`config.mk`:
```
export PLATFORM = sky130hd
export DESIGN_NAME = bus_router_flat
export DESIGN_NICKNAME = d
export VERILOG_FILES = /design/src/rtl/bus_router_pkg.sv /design/src/rtl/bus_router_if.sv /design/src/rtl/bus_router_timer.sv /design/src/rtl/bus_router.sv /design/src/flat_wrapper.sv
export SDC_FILE = /design/constraint.sdc
export NUM_CORES = 1
export LEC_CHECK = 0
export ABC_CLOCK_PERIOD_IN_PS = 4600
export CORE_AREA = 2 2 204 206
export DETAILED_ROUTE_END_ITERATION = 8
export DIE_AREA = 0 0 206 208
export GPL_ROUTABILITY_DRIVEN = 0
export SLEW_MARGIN = 0
export SYNTH_ARGS = -nofsm -noshare
export SYNTH_HDL_FRONTEND = slang
export SYNTH_SLANG_ARGS = --single-unit
```
`constraint.sdc`:
```
create_clock -name clock -period 4.6 [get_ports clock]
set_clock_uncertainty 0.15 [all_clocks]
set_input_delay 0.69 -clock clock [delete_from_list [all_inputs] [get_ports clock]]
set_output_delay 0.69 -clock clock [all_outputs]
set_load 0.02 [all_outputs]
```
`src/rtl/bus_router_pkg.sv`:
```
// Shared configuration for the bus router: slave count, address map and FSM states.
package configure;

  localparam int NUM_SLAVES = 4;

  // Regions are [base, top). Slave 3 has an empty region so it is never selected.
  localparam logic [NUM_SLAVES-1:0][31:0] BASE_ADDR = {
    32'hFFFF_FFFF, 32'h1000_0000, 32'h0200_0000, 32'h0000_0000
  };
  localparam logic [NUM_SLAVES-1:0][31:0] TOP_ADDR = {
    32'hFFFF_FFFF, 32'h1000_1000, 32'h0201_0000, 32'h0010_0000
  };

  typedef enum logic [1:0] {
    IDLE = 2'd0,
    WAIT = 2'd1,
    ERR  = 2'd2
  } router_state_t;

  function automatic logic in_region(input logic [31:0] addr,
                                     input logic [31:0] base,
                                     input logic [31:0] top);
    return (addr >= base) && (addr < top);
  endfunction

endpackage

```
`src/rtl/bus_router_if.sv`:
```
// Master-side request/response bus plus the per-slave fan-out, bundled for the router.
interface bus_router_if #(
  parameter int NUM_SLAVES = configure::NUM_SLAVES
);

  // A request is a single-cycle memory_valid strobe; the router answers with a
  // single-cycle memory_ready (memory_error marks a decode or timeout failure).
  // Slaves see the same strobe on slave_valid and complete with slave_ready.
  logic                            memory_valid;
  logic                            memory_instr;
  logic [31:0]                     memory_addr;
  logic [31:0]                     memory_wdata;
  logic [3:0]                      memory_wstrb;
  logic [31:0]                     memory_rdata;
  logic                            memory_ready;
  logic                            memory_error;

  logic [NUM_SLAVES-1:0]           slave_valid;
  logic [NUM_SLAVES-1:0]           slave_instr;
  logic [NUM_SLAVES-1:0][31:0]     slave_addr;
  logic [NUM_SLAVES-1:0][31:0]     slave_wdata;
  logic [NUM_SLAVES-1:0][3:0]      slave_wstrb;
  logic [NUM_SLAVES-1:0][31:0]     slave_rdata;
  logic [NUM_SLAVES-1:0]           slave_ready;

  modport slave (
    input  memory_valid, memory_instr, memory_addr, memory_wdata, memory_wstrb,
    output memory_rdata, memory_ready, memory_error,
    output slave_valid, slave_instr, slave_addr, slave_wdata, slave_wstrb,
    input  slave_rdata, slave_ready
  );

  modport master (
    output memory_valid, memory_instr, memory_addr, memory_wdata, memory_wstrb,
    input  memory_rdata, memory_ready, memory_error,
    input  slave_valid, slave_instr, slave_addr, slave_wdata, slave_wstrb,
    output slave_rdata, slave_ready
  );

endinterface

```
`src/rtl/bus_router_timer.sv`:
```
// Wait-cycle counter for the router; expired fires in the cycle the count would reach TIMEOUT.
module bus_timer #(
  parameter int TIMEOUT = 255
) (
  input  logic clock,
  input  logic reset,
  input  logic clear,
  input  logic enable,
  output logic expired
);

  localparam logic [15:0] LAST = 16'(TIMEOUT - 1);

  logic [15:0] count_q;

  always_ff @(posedge clock) begin
    if (!reset || clear) begin
      count_q <= '0;
    end else if (enable) begin
      count_q <= count_q + 16'd1;
    end
  end

  assign expired = enable && (count_q == LAST);

endmodule

```
`src/rtl/bus_router.sv`:
```
// Address-decoding router: forwards one master request to a slave and returns its response.
module bus_router
  import configure::*;
#(
  parameter int                          NUM_SLAVES = configure::NUM_SLAVES,
  parameter int                          TIMEOUT    = 255,
  parameter logic [NUM_SLAVES-1:0][31:0] BASE_ADDR  = configure::BASE_ADDR,
  parameter logic [NUM_SLAVES-1:0][31:0] TOP_ADDR   = configure::TOP_ADDR
) (
  input  logic          clock,
  input  logic          reset,
  bus_router_if.slave   bus,
  output router_state_t fsm_state
);

  localparam int IDX_W = (NUM_SLAVES > 1) ? $clog2(NUM_SLAVES) : 1;

  router_state_t    state_q, state_d;
  logic [IDX_W-1:0] idx_q, idx_d;
  logic [IDX_W-1:0] hit_idx;
  logic             hit_any;
  logic             sel_ready;
  logic [31:0]      sel_rdata;
  logic             accept;
  logic             req;
  logic             timer_clear;
  logic             timer_enable;
  logic             expired;
  logic             rsp_ready;
  logic             rsp_error;
  logic [31:0]      rsp_rdata;

  // Scanning downward lets the lowest matching index win on overlap.
  always_comb begin
    hit_any = 1'b0;
    hit_idx = '0;
    for (int i = NUM_SLAVES - 1; i >= 0; i--) begin
      if (in_region(bus.memory_addr, BASE_ADDR[i], TOP_ADDR[i])) begin
        hit_any = 1'b1;
        hit_idx = IDX_W'(i);
      end
    end
  end

  assign sel_ready    = bus.slave_ready[idx_q];
  assign sel_rdata    = bus.slave_rdata[idx_q];
  assign accept       = (state_q == IDLE) || ((state_q == WAIT) && sel_ready);
  assign req          = reset && bus.memory_valid && accept;
  assign timer_enable = (state_q == WAIT) && !sel_ready;

  bus_timer #(
    .TIMEOUT (TIMEOUT)
  ) u_timer (
    .clock   (clock),
    .reset   (reset),
    .clear   (timer_clear),
    .enable  (timer_enable),
    .expired (expired)
  );

  always_comb begin
    state_d     = state_q;
    idx_d       = idx_q;
    timer_clear = 1'b0;
    rsp_ready   = 1'b0;
    rsp_error   = 1'b0;
    rsp_rdata   = '0;
    case (state_q)
      IDLE: begin
        if (req) begin
          idx_d = hit_idx;
          if (!hit_any) begin
            state_d = ERR;
          end else if (bus.slave_ready[hit_idx]) begin
            rsp_ready = 1'b1;
            rsp_rdata = bus.slave_rdata[hit_idx];
          end else begin
            state_d     = WAIT;
            timer_clear = 1'b1;
          end
        end
      end
      WAIT: begin
        if (sel_ready) begin
          rsp_ready = 1'b1;
          rsp_rdata = sel_rdata;
          state_d   = IDLE;
          // A request landing on the completion cycle chains straight into the next access.
          if (req) begin
            idx_d = hit_idx;
            if (!hit_any) begin
              state_d = ERR;
            end else begin
              state_d     = WAIT;
              timer_clear = 1'b1;
            end
          end
        end else if (expired) begin
          rsp_ready = 1'b1;
          rsp_error = 1'b1;
          state_d   = IDLE;
        end
      end
      ERR: begin
        rsp_ready = 1'b1;
        rsp_error = 1'b1;
        state_d   = IDLE;
      end
      default: state_d = IDLE;
    endcase
  end

  always_ff @(posedge clock) begin
    if (!reset) begin
      state_q <= IDLE;
      idx_q   <= '0;
    end else begin
      state_q <= state_d;
      idx_q   <= idx_d;
    end
  end

  always_comb begin
    for (int i = 0; i < NUM_SLAVES; i++) begin
      bus.slave_valid[i] = req && hit_any && (hit_idx == IDX_W'(i));
      bus.slave_instr[i] = bus.memory_instr;
      bus.slave_addr[i]  = bus.memory_addr - BASE_ADDR[i];
      bus.slave_wdata[i] = bus.memory_wdata;
      bus.slave_wstrb[i] = bus.memory_wstrb;
    end
  end

  assign bus.memory_ready = reset && rsp_ready;
  assign bus.memory_error = reset && rsp_error;
  assign bus.memory_rdata = reset ? rsp_rdata : '0;
  assign fsm_state        = state_q;

endmodule

```
`src/flat_wrapper.sv`:
```
// flat-port wrapper written by rule: the top's interface ports become plain ports
module bus_router_flat import configure::*;
#(
  parameter int                          NUM_SLAVES = configure::NUM_SLAVES,
  parameter int                          TIMEOUT    = 255,
  parameter logic [NUM_SLAVES-1:0][31:0] BASE_ADDR  = configure::BASE_ADDR,
  parameter logic [NUM_SLAVES-1:0][31:0] TOP_ADDR   = configure::TOP_ADDR
)
  (clock, reset, fsm_state, bus_memory_valid, bus_memory_instr, bus_memory_addr, bus_memory_wdata, bus_memory_wstrb, bus_memory_rdata, bus_memory_ready, bus_memory_error, bus_slave_valid, bus_slave_instr, bus_slave_addr, bus_slave_wdata, bus_slave_wstrb, bus_slave_rdata, bus_slave_ready);
  bus_router_if #(.NUM_SLAVES(NUM_SLAVES)) bus_i ();
  input  logic clock;
  input  logic reset;
  output router_state_t fsm_state;
  input wire logic [$bits(bus_i.memory_valid)-1:0] bus_memory_valid;
  input wire logic [$bits(bus_i.memory_instr)-1:0] bus_memory_instr;
  input wire logic [$bits(bus_i.memory_addr)-1:0] bus_memory_addr;
  input wire logic [$bits(bus_i.memory_wdata)-1:0] bus_memory_wdata;
  input wire logic [$bits(bus_i.memory_wstrb)-1:0] bus_memory_wstrb;
  output wire logic [$bits(bus_i.memory_rdata)-1:0] bus_memory_rdata;
  output wire logic [$bits(bus_i.memory_ready)-1:0] bus_memory_ready;
  output wire logic [$bits(bus_i.memory_error)-1:0] bus_memory_error;
  output wire logic [$bits(bus_i.slave_valid)-1:0] bus_slave_valid;
  output wire logic [$bits(bus_i.slave_instr)-1:0] bus_slave_instr;
  output wire logic [$bits(bus_i.slave_addr)-1:0] bus_slave_addr;
  output wire logic [$bits(bus_i.slave_wdata)-1:0] bus_slave_wdata;
  output wire logic [$bits(bus_i.slave_wstrb)-1:0] bus_slave_wstrb;
  input wire logic [$bits(bus_i.slave_rdata)-1:0] bus_slave_rdata;
  input wire logic [$bits(bus_i.slave_ready)-1:0] bus_slave_ready;
  assign bus_i.memory_valid = bus_memory_valid;
  assign bus_i.memory_instr = bus_memory_instr;
  assign bus_i.memory_addr = bus_memory_addr;
  assign bus_i.memory_wdata = bus_memory_wdata;
  assign bus_i.memory_wstrb = bus_memory_wstrb;
  assign bus_memory_rdata = bus_i.memory_rdata;
  assign bus_memory_ready = bus_i.memory_ready;
  assign bus_memory_error = bus_i.memory_error;
  assign bus_slave_valid = bus_i.slave_valid;
  assign bus_slave_instr = bus_i.slave_instr;
  assign bus_slave_addr = bus_i.slave_addr;
  assign bus_slave_wdata = bus_i.slave_wdata;
  assign bus_slave_wstrb = bus_i.slave_wstrb;
  assign bus_i.slave_rdata = bus_slave_rdata;
  assign bus_i.slave_ready = bus_slave_ready;
  bus_router #(.NUM_SLAVES(NUM_SLAVES), .TIMEOUT(TIMEOUT), .BASE_ADDR(BASE_ADDR), .TOP_ADDR(TOP_ADDR)) u_core (.clock(clock), .reset(reset), .bus(bus_i), .fsm_state(fsm_state));
endmodule
```
==> flow_summary.toml, run 1 <==
[run_status]
outcome = "finished, final reports clean"

[placed_design]
place.detailed.hpwl_um = 20720
io_buffers = 333

[clock_tree]
ctsLongestPathBuffers = 2
htree_levels = 1
numClockSinks = 20
cts_tree = "done"
cts_hold_buf = 0
clock_latency_ns = 0.26
clkTransAtPathRegs_ns = 0.06
clockRootBuffer = "clkbuf_16"
cts_made_buffers = 3

[global_route]
antenna_found_initial = 0
met1_usage = 0.1352
use_met2 = 0.1748
grt_pass1_wl_um = 35130
overflow = 0
top_usage_layer = "met2"
grt_usage = 0.1064
grt_pass1_vias = 5784
grt_max_degree = 35
use_met3 = 0.02569

[sta]
setup-tns-final_ns = 0
worst_slew_pin_slew_ns = 0.7079
finalHoldViolCount = 0
max_slew_margin = 0.5281
holdWs_ns = 0.3950
setup_viol = 0
fin_crit_ns = 4.470
fin_crit_sh = 0.9717
final-max-slew-violation-count = 0
clock.fmax_mhz = 223.7

[detailed_routing]
drc_errors = 0
ant_nets = 0
drt-vias-per-instance = 4.012
drt-initial-drc-count = 291
vias = 5665
wl_um = 24650
drt-pass1-iter-count = 5
avgRoutedWirePerCell_um = 17.45

[yosys]
seq_area_frac_synth = 0.06886
synth_cell_types = 56
avgSynthCellArea_sq_um = 7.763
ys_ff_latch = 20
postSynthCellCount = 749
synth_area_sq_um = 5814
ys_top_cells_by_area = "buf_4 30%, mux4_2 13%, dfxtp_1 6.9%"
async_flop_share = 0
ys_warn_count = 0
synth_top_area_cell = "buf_4"
synth_top_cell_area_share = 0.3034
synthFlopType = "dfxtp_1"
yosysMostFrequentCell = "buf_4"
syn-num-nets = 966
synth_edf_count = 0
ys_top_cells_by_count = "235 x buf_4, 61 x o21ai_1, 52 x nand2_1"

[pwr]
power.density_nw_per_um2 = 122.3
leakagePower_nw = 3.548
finalPower_mw = 1.056
ir_worst_vdd_mv = 0.08194
power_frac_comb = 0.601
seqPwrFrac = 0.171
switching_share = 0.3490
p_switching_mw = 0.3684
p_int_mw = 0.6872
clock_power_share = 0.228

[floorplanning]
start_util = 0.1434
rows = 74
io_pins = 520
fp.dieH_um = 208
die_width_um = 206
dieArea_sq_um = 42850
core_area_sq_um = 40550

[cells_and_area]
synthToLayoutAreaGrowth_pct = 48.46
n_fill_cell = 4515
nets = 1098
insertedDiodeCount = 0
drive_above_1_share = 0.1500

[setup_path]
crit_type = "primary input to output pin"
start_kind = "primary input"
arrival_ns = 3.63
crit_path_end_kind = "output pin"
regToRegSetupSlack_ns = 2.26
worstPathMaxFanout = 11
cp_data_required_time_ns = 3.76

[run]
maxCapViolations = 0

[hold_path]
hold_path.class = "register to register"
registers in the layout, indices dropped and copies added, names as in the netlist:
register                count
u_core.u_timer.count_q     16
u_core.fsm_state            2
u_core.idx_q                2
final cells by class:
cell class	instances	area, sq um	share of cell area
Timing Repair Buffer	402	3945	0.4570
Multi-Input combinational cell	431	3427	0.3970
Tap cell	532	665.6	0.07711
Sequential cell	20	402.9	0.04667
Inverter	23	86.33	0.01000
Clock buffer	3	75.07	0.008697
Clock inverter	1	30.03	0.003479
power by group through the flow:
stage	clock, mW	sequential (mW)	combinational (mW)
after floorplan	0	0.186	0.476
after global placement	0	0.184	0.628
after detailed placement	0	0.184	0.632
after CTS	0.244	0.180	0.635
after global routing	0.251	0.181	0.669
final	0.241	0.180	0.635
routing by layer:
metal  vias up  routed length [um]
li1       2630                   -
met1      2644               10370
met2       319               11610
met3        72                1780
met4         0                 888
met5         -                   0
kinds of logic after synthesis:
group | synth area share
AOI/OAI and AO/OA | 0.1186
xor gates and xnor gates | 0.07833
adders and majority gates | 0.02798
buffers and inverters | 0.3480
DFF | 0.06886
muxes | 0.1866
other | 0.0006450
and+or+nand+nor | 0.1711
per-stage QoR:
stage	worst slack (ns)	cell area, sq um	util	cells
final	0.1302	8632	0.2129	1412
after global routing	-0.0001177	8632	0.2129	1412
after CTS	0.03888	8556	0.2110	1410
after detailed placement	-0.1844	8446	0.2083	1406
after global placement	-0.1574	8446	0.2083	1406
after floorplan	0.8845	5814	-	749
worst paths after layout:
| path | to | from | depth (start not counted) |
|---|---|---|---|
| worst max-delay path | bus_memory_rdata[21] | bus_memory_addr[18] | 9 |
| worst min-delay path | u_core.u_timer.count_q[15] | u_core.u_timer.count_q[15] | 2 |
| worst max register to register | u_core.fsm_state[1] | u_core.u_timer.count_q[0] | 8 |
| worst min register to register | u_core.u_timer.count_q[15] | u_core.u_timer.count_q[15] | 2 |
cell usage in the layout, fill, tap and decap left out, drive strengths merged, types with 2 or more instances in the layout:
cell,Yosys,routed
xnor2,38,38
or4,2,2
ha,13,13
o2bb2ai,2,2
nor2,25,25
mux2i,33,33
clkdlybuf4s50,0,309
nand2b,4,4
and4,3,3
nor4,9,9
nand3,19,19
nor3,28,28
nand2,52,52
dlymetal6s2s,0,23
o21ai,101,101
xor2,14,14
clkbuf,24,3
or3,2,2
or4b,2,2
nor3b,2,2
nand4,15,15
buf,251,69
and3,7,7
a21oi,5,5
dfxtp,20,20
inv,23,23
mux4,33,33
critical path, stage by stage:
cell,delay [ns]
clkdlybuf4s50_1,0.63
o41ai_1,0.50
nand4_1,0.22
o21ai_4,0.19
or2_1,0.22
buf_4,0.22
o21ai_1,0.08
o21ai_1,0.22
clkdlybuf4s50_1,0.66
repair_timing:
item                       CTS  global route
setup endpoints to repair   27            25
resized for setup            2            24
pin swaps                    1             2
setup buffers                0             2
No activity file was read; power rests on OpenSTA's default activity.
==> run 2: changes to the inputs <==
- TNS_END_PERCENT: not set -> 100
==> results of run 2 <==
No change in the layout: final DEF, timing and power equal those of run 1.
